--- src/rtl/conv_frame_sequencer.sv ---
// Frame sequencer for the layer-1 5x5 convolution accelerator: streams one image
// frame into the accelerator and writes its result stream to the result buffer.
module conv_frame_sequencer #(
    parameter int unsigned IMG_WIDTH     = 28,
    parameter int unsigned IMG_HEIGHT    = 28,
    parameter int unsigned K             = 5,
    parameter int unsigned DATA_WIDTH    = 8,
    parameter int unsigned OUT_WIDTH     = 32,
    parameter int unsigned ADDR_WIDTH    = 10,
    parameter int unsigned DRAIN_TIMEOUT = 64
) (
    input  logic                  clk,
    input  logic                  rst,
    input  logic                  start,
    output logic                  busy,
    output logic                  done,
    output logic                  error,
    output logic                  img_rd_en,
    output logic [ADDR_WIDTH-1:0] img_rd_addr,
    input  logic [DATA_WIDTH-1:0] img_rd_data,
    output logic                  acc_valid_in,
    output logic [DATA_WIDTH-1:0] acc_pixel_in,
    input  logic [OUT_WIDTH-1:0]  acc_result,
    input  logic                  acc_result_valid,
    output logic                  res_wr_en,
    output logic [ADDR_WIDTH-1:0] res_wr_addr,
    output logic [OUT_WIDTH-1:0]  res_wr_data,
    output logic [ADDR_WIDTH-1:0] result_count
);

    localparam int unsigned N_PIX  = IMG_WIDTH * IMG_HEIGHT;
    localparam int unsigned OUT_W  = IMG_WIDTH - K + 1;
    localparam int unsigned OUT_H  = IMG_HEIGHT - K + 1;
    localparam int unsigned M_RES  = OUT_W * OUT_H;
    localparam int unsigned GAP_W  = $clog2(DRAIN_TIMEOUT + 1);

    localparam logic [ADDR_WIDTH-1:0] LAST_PIX  = ADDR_WIDTH'(N_PIX - 1);
    localparam logic [ADDR_WIDTH-1:0] RES_TOTAL = ADDR_WIDTH'(M_RES);
    localparam logic [GAP_W-1:0]      GAP_LAST  = GAP_W'(DRAIN_TIMEOUT - 1);

    typedef enum logic [2:0] {
        S_IDLE,
        S_STREAM,
        S_FLUSH,
        S_DRAIN,
        S_DONE
    } state_t;

    state_t           state;
    state_t           state_nxt;
    logic [GAP_W-1:0] gap_cnt;
    logic             rd_en_d1;

    logic start_accept;
    logic capture_phase;
    logic res_accept;
    logic res_overrun;
    logic drain_timeout;

    assign start_accept  = (state == S_IDLE) && start;
    assign capture_phase = (state == S_STREAM) || (state == S_FLUSH) || (state == S_DRAIN);
    assign res_accept    = capture_phase && acc_result_valid && (result_count < RES_TOTAL);
    assign res_overrun   = capture_phase && acc_result_valid && (result_count >= RES_TOTAL);
    // A result landing on the expiry cycle cancels the timeout.
    assign drain_timeout = (state == S_DRAIN) && !acc_result_valid && (gap_cnt == GAP_LAST);

    // State register.
    always_ff @(posedge clk) begin
        if (rst) begin
            state <= S_IDLE;
        end else begin
            state <= state_nxt;
        end
    end

    // Next-state logic.
    always_comb begin
        state_nxt = state;
        case (state)
            S_IDLE: begin
                if (start) begin
                    state_nxt = S_STREAM;
                end
            end
            S_STREAM: begin
                if (img_rd_addr == LAST_PIX) begin
                    state_nxt = S_FLUSH;
                end
            end
            S_FLUSH: begin
                state_nxt = S_DRAIN;
            end
            S_DRAIN: begin
                if ((result_count == RES_TOTAL) || drain_timeout) begin
                    state_nxt = S_DONE;
                end
            end
            S_DONE: begin
                state_nxt = S_IDLE;
            end
            default: begin
                state_nxt = S_IDLE;
            end
        endcase
    end

    // Status and read-side outputs are driven from the next state so they line up
    // with the state they describe.
    always_ff @(posedge clk) begin
        if (rst) begin
            busy        <= 1'b0;
            done        <= 1'b0;
            img_rd_en   <= 1'b0;
            img_rd_addr <= '0;
        end else begin
            busy      <= (state_nxt != S_IDLE);
            done      <= (state_nxt == S_DONE);
            img_rd_en <= (state_nxt == S_STREAM);
            if ((state == S_STREAM) && (state_nxt == S_STREAM)) begin
                img_rd_addr <= img_rd_addr + ADDR_WIDTH'(1);
            end else begin
                img_rd_addr <= '0;
            end
        end
    end

    // Two-stage pixel pipeline: buffer read latency plus one register stage.
    always_ff @(posedge clk) begin
        if (rst) begin
            rd_en_d1     <= 1'b0;
            acc_valid_in <= 1'b0;
            acc_pixel_in <= '0;
        end else begin
            rd_en_d1     <= img_rd_en;
            acc_valid_in <= rd_en_d1;
            if (rd_en_d1) begin
                acc_pixel_in <= img_rd_data;
            end
        end
    end

    // Result capture into the linear result buffer.
    always_ff @(posedge clk) begin
        if (rst) begin
            res_wr_en    <= 1'b0;
            res_wr_addr  <= '0;
            res_wr_data  <= '0;
            result_count <= '0;
        end else begin
            res_wr_en <= res_accept;
            if (res_accept) begin
                res_wr_addr <= result_count;
                res_wr_data <= acc_result;
            end
            if (start_accept) begin
                result_count <= '0;
            end else if (res_accept) begin
                result_count <= result_count + ADDR_WIDTH'(1);
            end
        end
    end

    // Inter-result gap counter, only meaningful while draining.
    always_ff @(posedge clk) begin
        if (rst) begin
            gap_cnt <= '0;
        end else if ((state == S_DRAIN) && !acc_result_valid) begin
            gap_cnt <= gap_cnt + GAP_W'(1);
        end else begin
            gap_cnt <= '0;
        end
    end

    // Sticky error: overrun or drain timeout, cleared by the next accepted start.
    always_ff @(posedge clk) begin
        if (rst) begin
            error <= 1'b0;
        end else if (start_accept) begin
            error <= 1'b0;
        end else if (res_overrun || drain_timeout) begin
            error <= 1'b1;
        end
    end

endmodule

--- config.mk ---
export PLATFORM = sky130hd
export DESIGN_NAME = conv_frame_sequencer
export DESIGN_NICKNAME = d
export VERILOG_FILES = /design/src/rtl/conv_frame_sequencer.sv
export SDC_FILE = /design/constraint.sdc
export NUM_CORES = 1
export LEC_CHECK = 0
export CAP_MARGIN = 20
export CORE_MARGIN = 3
export CORE_UTILIZATION = 44
export DETAILED_ROUTE_END_ITERATION = 8
export PLACE_DENSITY_LB_ADDON = 0.1
export SLEW_MARGIN = 30
export SYNTH_ARGS = -nofsm -noshare
export SYNTH_HDL_FRONTEND = slang
export SYNTH_SLANG_ARGS = --single-unit
--- constraint.sdc ---
create_clock -name clk -period 2 [get_ports clk]
set_input_delay 0.5 -clock clk [delete_from_list [all_inputs] [get_ports clk]]
set_output_delay 0.5 -clock clk [all_outputs]
set_load 0.005 [all_outputs]
Word-level counts from Yosys, hierarchy flattened
Cells that the tools add are included.

word-level totals
  register bits after elaboration = 87
  input bits = 44
  word-level logic and storage cells = 50

operators by class
  bitwise operators = 2
  eq/ne operators = 8
  $add $sub $neg = 3
  mux-type cells = 4
  reductions and logical operators = 17
  order comparisons = 2

operators with widths
  kind                                                                    number
  10-bit by 1-bit adder with 10-bit output (second input constant)        2
  10-bit equality test (second input constant)                            2
  3-bit one-hot mux with 4 select lines                                   1
  10-bit >= comparator (second input constant)                            1
  10-bit less-than comparator (second input constant)                     1
  3-bit 2-to-1 mux                                                        3
  7-bit by 1-bit adder with 7-bit output (second input constant)          1
  7-bit by 6-bit equality test with 1-bit output (second input constant)  1
  1-bit logical AND                                                       7
  3-bit by 1-bit equality test with 1-bit output (second input constant)  2
  3-bit by 2-bit equality test with 1-bit output (second input constant)  2
  2-bit OR reduction                                                      3
  1-bit logical OR                                                        4
  3-bit equality test (second input constant)                             1
  3-bit logical NOT                                                       1
  3-bit nonzero test                                                      1
  1-bit NOT                                                               2
  1-bit logical NOT                                                       1

Longest topological paths before layout
Gate-level depths: netlist (run 1).

  word-level depth = 10
  mapped depth = 6

Least setup slack after synthesis (run 1)
OpenSTA, ideal clock, no wires.

  path kind = input to register
  start = in rst
  end = reg gap_cnt[6]
  path buffers = 3
  stages = 6
  data required time = 1.930 ns
  arrival = 1.702 ns
  slack = 0.228 ns
  cells stage by stage = clkbuf_1 -> or2_2 -> clkbuf_1 -> or3_1 -> clkbuf_1 -> a21oi_1

between the ends
  cells in the longest elaborated chain, start to end = 1

RTL lines
  element                       RTL line  RTL
  start, declared               13        input logic rst,
  2-bit OR reduction (no line)  --
  end signal, assigned          168       gap_cnt <= gap_cnt + GAP_W'(1);
  end, declared                 51        logic [GAP_W-1:0] gap_cnt;

No other way between the ends.
A chain may end at the register's enable or synchronous reset.

Final worst setup path (run 1)
  start = reg result_count[3]
  end = out result_count[3]

RTL lines
  element                 RTL line  RTL
  start, declared         28        output logic [ADDR_WIDTH-1:0] result_count
  start signal, assigned  158       result_count <= result_count + ADDR_WIDTH'(1);

No word-level cell between the ends.

==> metrics.csv, run 1 <==
stage,metric,value,unit
status,status,completed,
cts,clockBufferDepth,2,
drt,drt-total-wl,8028,µm
cts,cts-htree-levels,3,
drt,wire_per_inst,13.16,µm
setup_path,crit_slowest_cell,clkdlybuf4s50_1,
timing,fmax,0.5241,GHz
timing,finalSetupViolCount,0,
final_layout,drive_gt1_frac,0.07782,
floorplan,coreArea,7019,µm²
power_and_ir_drop,power.density,702.4,nW/µm²
setup_path,rr_endpoint,done,
setup_path,critPathTopFamily,buffers and inverters,
drt,drt_iter0_markers,87,
cts,clk_latency,0.34,ns
logic_synthesis,synth_cell_type_count,41,
timing,hold_slack,0.4545,ns
worst_hold_path,hold_path_depth,2,
floorplan,initial_core_util,0.4670,
timing,worst_pin_slew,0.5473,ns
setup_path,r2r_slack,0.27,ns
logic_synthesis,yosysWarnings,0,
cts,clkSlewWorstSetupHoldPaths,0.08,ns
final_layout,final_cell_mix,"118 x clkdlybuf4s50_1, 88 x nand2_1, 86 x dfxtp_1",
grt,globalRouteTotalUtil,0.1877,
placement,dp_slack,-0.1602,ns
timing,min_period,1.908,ns
placement,hpwl,5807,µm
timing,rsz0062_at_grt,false,
grt,grt_max_degree,54,
logic_synthesis,synthArstFlopShare,0,
placement,io_buffers,119,
final_layout,final_core_util,0.6907,
setup_path,worst-path-buf-inv,1,
timing,clock_skew,0.01013,ns
setup_path,cp-end-kind,output pin,
cts,cts-resized-gates,0,
final_layout,finalNetCount,557,
logic_synthesis,postSynthAreaPerCell,8.515,µm²
grt,antenna_found_initial,0,
logic_synthesis,ys_ff_latch,87,
floorplan,die_area,8522,µm²
floorplan,fp.dieW,92.32,µm
logic_synthesis,synth.area.top_cells,"dfxtp_1 53%, nand2_1 10%, a21oi_1 6.9%",
setup_path,critPathRequiredTime,1.50,ns
grt,grt_pass1_vias,2812,
setup_path,max_stage_delay,0.57,ns
drt,vias,2999,
logic_synthesis,syn_nets,433,
cts,cts_tree,done,
power_and_ir_drop,vdd_ir_drop_max,0.4202,mV
grt,overflow,0,
setup_path,timing.rr.start,gap_cnt[0],
cts,cts_root_buffer,clkbuf_8,
drt,drc,0,
timing,finalCritPeriodShare,0.9539,
cts,cts_buffers,9,
worst_hold_path,worstHoldPathType,flip-flop to flip-flop,
logic_synthesis,synth_top_cell_by_area,dfxtp_1,
setup_path,r2r_cells,6,
final_layout,area_growth,47.90,%
cts,cts.sinks,87,
timing,slew_headroom,0.6351,
timing,finalHoldViolCount,0,
drt,drtAntennaViolNets,0,
floorplan,die_h,92.32,µm
drt,drt_pass1_iterations,4,
flow_run,maxCapViolations,0,
final_layout,diodes,0,
setup_path,path_cells,clkdlybuf4s50_1,
logic_synthesis,synth-edff-count,0,
floorplan,io_pins,120,
worst_hold_path,holdPathEnd,res_wr_addr[3],
timing,drv_slew,0,
worst_hold_path,hp-start,res_wr_addr[3],
drt,avgViaCountPerCell,4.916,
cts,holdBufCountCts,0,
logic_synthesis,syn_area,3278,µm²
final_layout,layout_commonest_cell,clkdlybuf4s50_1,
cts,cts_setup_buffers,0,
logic_synthesis,seq_area_frac_synth,0.5313,
logic_synthesis,synthFlopType,dfxtp_1,
setup_path,crit_fanout,8,
setup_path,arrival,1.41,ns
logic_synthesis,netlist_instances,385,
grt,grt_first_pass_wirelength,13080,µm
floorplan,placementRows,30,
setup_path,cp-start-kind,flip-flop,
setup_path,worstSetupPathType,flip-flop to output pin,
timing,fin_ws,0.09212,ns
placement,gp_congestion,0.8622,
power_and_ir_drop,p_leak,1.740,nW
logic_synthesis,synth_top_area_frac,0.5313,
[worst register-to-register path, cell delays in order, from the launching register on]
cell and delay, ns:
dfxtp_1 0.37, ha_1 0.21, nand3_1 0.17, nor4_1 0.32, buf_4 0.17, a41o_1 0.20
nor3b_1 0.22
[flip-flops by register name (all words and copies together), names as in the netlist]
register / flops
rd_en_d1: 1
busy: 1
gap_cnt: 7
acc_valid_in: 1
img_rd_addr: 10
res_wr_data: 32
acc_pixel_in: 8
res_wr_en: 1
result_count: 10
res_wr_addr: 10
state: 3
img_rd_en: 1
error: 1
done: 1
[final cells by class]
type	count	area, µm²
Tap cell	96	120.1
Timing Repair Buffer	135	1319
Fill cell	608	2171
Multi-Input combinational cell	268	1426
Sequential cell	87	1743
Clock buffer	14	172.7
Clock inverter	2	37.54
Inverter	8	30.03
[logic make-up after synthesis]
logic type	synth area share
AND/OR/NAND/NOR	0.2462
flip-flops	0.5313
AO/OA/AOI/OAI	0.09962
buffers and inverters	0.03702
XOR/XNOR	0.04275
multiplexers	0.02786
adder cells (fa/ha/maj)	0.01527
[how the worst max path moves through the flow]
stage | endpoint | cells after the start | slack, ns | start
5_1_grt | result_count[3] | 1 | 0.04 | result_count[3]
3_3_place_gp | result_count[8] | 5 | -0.13 | acc_result_valid
4_1_cts | result_count[7] | 1 | 0.03 | result_count[7]
3_5_place_dp | result_count[5] | 6 | -0.16 | acc_result_valid
6_report | result_count[3] | 1 | 0.09 | result_count[3]
2_1_floorplan | gap_cnt[6] | 6 | 0.23 | rst
[synth_stat cells, types with 3 or more instances]
cell	number
nor3_1	4
nor2_1	41
o21ai_0	4
xnor2_1	8
nand4_1	4
a21oi_1	45
clkbuf_1	19
and3_1	6
nand3_1	12
or3_1	4
inv_1	8
nor4_1	4
nand2_1	88
dfxtp_1	87
nor2b_1	3
xor2_1	8
ha_1	4
mux2i_1	8
[metal layers]
layer	vias to the layer above	global-route usage	share of wire
met1	1376	0.2227	0.42
met5	-	0	0
met3	10	0.04630	0.060
li1	1529	-	-
met2	84	0.3293	0.50
met4	0	0.06436	0.014
[power by group]
group          total (W)  internal, W  switching (W)
combinational   0.000333     0.000200       0.000133
clock            0.00127     0.000682       0.000586
sequential       0.00180      0.00178      0.0000275
total            0.00341      0.00266       0.000747
[per-stage QoR]
step,total power [W],setup TNS (ns),cells,area [µm²]
after floorplan,0.001961,0,385,3278
after global placement,0.002175,-0.7736,594,4637
after detailed placement,0.002183,-2.582,594,4637
after CTS,0.003447,0,610,4847
after global routing,0.003551,0,610,4848
final,0.003406,0,610,4848
Note: power is estimated with default switching activity, not from simulation.
==> run 2, diff against run 1 <==
CORE_MARGIN = 2   (was 3)
RECOVER_POWER = 50   (was not set)
==> metrics.csv, run 2 (synthesized netlist as in run 1, its figures left out) <==
stage,metric,value,unit
grt,overflow,0,
setup_path,worstSetupPathType,flip-flop to output pin,
timing,tns,0,ns
placement,hpwl,5625,µm
timing,rsz0062_at_grt,false,
worst_hold_path,hp-start,res_wr_data[13],
floorplan,fp.dieW,90.32,µm
cts,cts_buffers,9,
drt,drt-total-wl,7794,µm
grt,globalRouteTotalUtil,0.1937,
cts,cts_root_buffer,clkbuf_8,
power_and_ir_drop,combPwrFrac,0.094,
grt,grt_first_pass_wirelength,12850,µm
timing,finalHoldViolCount,0,
floorplan,coreArea,7214,µm²
drt,avgViaCountPerCell,4.925,
final_layout,area_growth,48.13,%
cts,cts_setup_buffers,0,
cts,cts-resized-gates,0,
flow_run,maxCapViolations,0,
drt,drt_pass1_iterations,4,
timing,worst_pin_slew,1.053,ns
setup_path,critPathRequiredTime,1.50,ns
setup_path,arrival,1.45,ns
drt,drt_iter0_markers,98,
floorplan,die_area,8157,µm²
timing,fmax,0.5127,GHz
drt,wire_per_inst,12.71,µm
power_and_ir_drop,power.density,698.9,nW/µm²
final_layout,final_cell_mix,"88 x nand2_1, 87 x dfxtp_1, 73 x clkdlybuf4s50_1",
floorplan,die_h,90.32,µm
cts,cts.sinks,87,
power_and_ir_drop,p_leak,1.875,nW
cts,holdBufCountCts,0,
timing,slew_headroom,0.2982,
power_and_ir_drop,vdd_ir_drop_max,0.3896,mV
setup_path,path_cells,clkdlybuf4s50_1,
power_and_ir_drop,power_frac_clock,0.375,
setup_path,timing.rr.start,result_count[7],
cts,clkSlewWorstSetupHoldPaths,0.08,ns
final_layout,finalNetCount,557,
final_layout,final_core_util,0.6731,
timing,fin_ws,0.04954,ns
placement,dp_slack,-0.1703,ns
setup_path,critPathTopFamily,buffers and inverters,
timing,min_period,1.950,ns
final_layout,diodes,0,
grt,grt_max_degree,54,
timing,clock_skew,0.008877,ns
grt,antenna_found_initial,0,
power_and_ir_drop,p_sw,0.0007490,W
setup_path,crit_slowest_cell,clkdlybuf4s50_1,
floorplan,placementRows,31,
timing,finalSetupViolCount,0,
worst_hold_path,holdPathEnd,res_wr_data[13],
setup_path,r2r_cells,4,
grt,grt_pass1_vias,2823,
setup_path,r2r_slack,0.22,ns
cts,cts_tree,done,
floorplan,initial_core_util,0.4544,
drt,vias,3019,
setup_path,worst-path-buf-inv,1,
final_layout,layout_commonest_cell,nand2_1,
power_and_ir_drop,p_int,0.002645,W
drt,drc,0,
setup_path,max_stage_delay,0.58,ns
timing,drv_slew,0,
worst_hold_path,hold_path_depth,2,
setup_path,cp-start-kind,flip-flop,
worst_hold_path,worstHoldPathType,flip-flop to flip-flop,
final_layout,regMostFlops,res_wr_data,
drt,drtAntennaViolNets,0,
timing,hold_slack,0.4495,ns
power_and_ir_drop,p_sw_frac,0.2207,
final_layout,drive_gt1_frac,0.06809,
final_layout,largest_reg_flops,32,
setup_path,crit_fanout,9,
placement,io_buffers,119,
cts,clk_latency,0.35,ns
placement,gp_congestion,0.8406,
cts,cts-htree-levels,3,
status,status,completed,
floorplan,io_pins,120,
cts,clockBufferDepth,2,
setup_path,rr_endpoint,result_count[8],
setup_path,cp-end-kind,output pin,
timing,finalCritPeriodShare,0.9752,
power_and_ir_drop,pwr-share-seq,0.531,
run 2: cell count changes in the layout (fill, tap and decap cells not counted), sizes merged:
cell	before	now
clkdlybuf4s50	118	73
buf	17	14
dlygate4sd3	0	45
clkbuf	14	17
run 2: routing by layer:
metal	up-vias	global-route usage	wire (µm)
li1	1535	-	-
met1	1393	0.2255	3421
met2	77	0.3365	3849
met3	14	0.04424	373
met4	0	0.09359	150
met5	-	0	0
run 2: how the worst max path moves through the flow:
stage,start,to,cells past startpoint
final,result_count[7],result_count[7],1
after global routing,result_count[7],result_count[7],1
after CTS,result_count[7],result_count[7],1
after detailed placement,acc_result_valid,result_count[8],5
after global placement,acc_result_valid,result_count[6],5
after floorplan,rst,gap_cnt[6],6
run 2: power groups by stage:
stage / sequential, W / clock, W / combinational, W
2_1_floorplan: 0.00185 / 0 / 0.000115
3_3_place_gp: 0.00184 / 0 / 0.000333
3_5_place_dp: 0.00185 / 0 / 0.000336
4_1_cts: 0.00180 / 0.00131 / 0.000338
5_1_grt: 0.00181 / 0.00137 / 0.000351
6_report: 0.00180 / 0.00127 / 0.000318
run 2: metrics by stage:
step / instance area (µm²) / instances / power, W
finish: 4856 / 613 / 0.003394
global route: 4856 / 613 / 0.003530
CTS: 4863 / 613 / 0.003451
detailed placement: 4653 / 597 / 0.002182
global placement: 4653 / 597 / 0.002176
floorplan: 3278 / 385 / 0.001961
run 2: final cells by class:
cell class,count,area [µm²]
clock buffer,14,172.7
clock inverter,2,37.54
fill,615,2359
inverter,8,30.03
multi-input combinational,268,1426
sequential,87,1742
tap,99,123.9
timing repair buffer,135,1324
==> run 3, diff against run 2 <==
CORE_MARGIN = not set   (was 2)
SLEW_MARGIN = 25   (was 30)
==> metrics.csv, run 3 (synthesized netlist as in run 1, its figures left out) <==
stage,metric,value,unit
status,status,completed,
grt,grt_max_degree,54,
timing,rsz0062_at_grt,false,
timing,fmax,0.5231,GHz
drt,drt_pass1_iterations,5,
cts,holdBufCountCts,0,
cts,cts_buffers,9,
floorplan,io_pins,120,
cts,cts-htree-levels,3,
drt,wire_per_inst,12.56,µm
placement,hpwl,5505,µm
final_layout,final_cell_mix,"88 x nand2_1, 87 x dfxtp_1, 75 x clkdlybuf4s50_1",
drt,vias,2963,
drt,drtAntennaViolNets,0,
setup_path,crit_fanout,9,
floorplan,die_area,7800,µm²
final_layout,largest_reg_flops,32,
drt,drc,0,
grt,globalRouteTotalUtil,0.2067,
setup_path,critPathRequiredTime,1.50,ns
timing,fin_ws,0.08829,ns
timing,drv_slew,0,
timing,slew_headroom,0.2538,
setup_path,critPathTopFamily,buffers and inverters,
final_layout,fin_area,4800,µm²
placement,dp_slack,-0.1715,ns
power_and_ir_drop,power.density,663.8,nW/µm²
floorplan,fp.dieW,88.32,µm
floorplan,die_h,88.32,µm
placement,postPlaceCellArea,4638,µm²
final_layout,fillers,658,
cts,cts-resized-gates,0,
placement,io_buffers,119,
grt,antenna_found_initial,0,
timing,clock_skew,0.008898,ns
floorplan,initial_core_util,0.4544,
power_and_ir_drop,vdd_ir_drop_max,0.3901,mV
drt,drt_iter0_markers,107,
cts,cts_setup_buffers,0,
timing,worst_pin_slew,1.119,ns
cts,cts_root_buffer,clkbuf_8,
floorplan,placementRows,31,
cts,clkSlewWorstSetupHoldPaths,0.08,ns
placement,gp_congestion,0.7894,
setup_path,crit_slowest_cell,clkdlybuf4s50_1,
final_layout,final_core_util,0.6653,
drt,met3_length,363,µm
timing,min_period,1.912,ns
floorplan,coreArea,7214,µm²
final_layout,area_growth,46.41,%
drt,wl_met2,3850,µm
cts,clk_latency,0.35,ns
cts,cts.sinks,87,
setup_path,worst-path-buf-inv,1,
drt,top_layer,met4,
cts,cts_tree,done,
timing,finalCritPeriodShare,0.9559,
setup_path,cp-end-kind,output pin,
final_layout,multiInputGateArea,1426,µm²
power_and_ir_drop,p_leak,1.835,nW
final_layout,regMostFlops,res_wr_data,
setup_path,worstSetupPathType,flip-flop to output pin,
timing,finalHoldViolCount,0,
grt,overflow,0,
final_layout,finalNetCount,555,
grt,grt_first_pass_wirelength,12520,µm
drt,drt-total-wl,7675,µm
drt,avgViaCountPerCell,4.849,
setup_path,cp-start-kind,flip-flop,
grt,grt_pass1_vias,2738,
power_and_ir_drop,total_power,0.003186,W
final_layout,diodes,0,
drt,routedLengthMet1,3317,µm
setup_path,max_stage_delay,0.58,ns
flow_run,maxCapViolations,0,
timing,finalSetupViolCount,0,
final_layout,drive_gt1_frac,0.06055,
cts,clockBufferDepth,2,
setup_path,path_cells,clkdlybuf4s50_1,
setup_path,arrival,1.41,ns
worst_hold_path,worstHoldPathType,flip-flop to flip-flop,
final_layout,seq_area,1742,µm²
final_layout,layout_commonest_cell,nand2_1,
[run 3: per-stage QoR]
stage | instances | hold slack, ns | TNS (ns)
global route | 611 | 0.4725 | 0
CTS | 611 | 0.4572 | 0
detailed placement | 595 | 0.4453 | -2.415
floorplan | 385 | 0.4260 | 0
finish | 611 | 0.4515 | 0
global placement | 595 | 0.4412 | -1.741
[run 3: power breakdown]
| part | switching [W] | internal (W) |
|---|---|---|
| logic | 0.000133 | 0.000187 |
| registers | 0.0000261 | 0.00178 |
| clock network | 0.000573 | 0.000490 |
[run 3: layer usage]
layer	vias to the layer above	track usage
li1	1528	-
met1	1347	0.2526
met2	76	0.3434
met3	12	0.04664
met4	0	0.1026
met5	-	0
[run 3: cell type report]
cell class / count / area share
clock buffers: 14 / 0.03180
repair buffers: 133 / 0.2727
well taps: 99 / 0.02581
inverters: 8 / 0.006257
flip-flops and latches: 87 / 0.3629
clock inverters: 2 / 0.003389
multi-input cells: 268 / 0.2972
[run 3: tightest hold or removal path: stages, from the launching register on]
cell and delay (ns):
dfxtp_1 0.31, nand2_1 0.05, a21oi_1 0.05
[run 3: final timing paths]
path	endpoint	start	cells past startpoint	slack (ns)
worst max-delay path	result_count[7]	result_count[7]	1	0.09
worst min-delay path	res_wr_addr[1]	res_wr_addr[1]	2	0.45
worst max register to register	result_count[6]	result_count[7]	4	0.25
worst min register to register	res_wr_addr[1]	res_wr_addr[1]	2	0.45
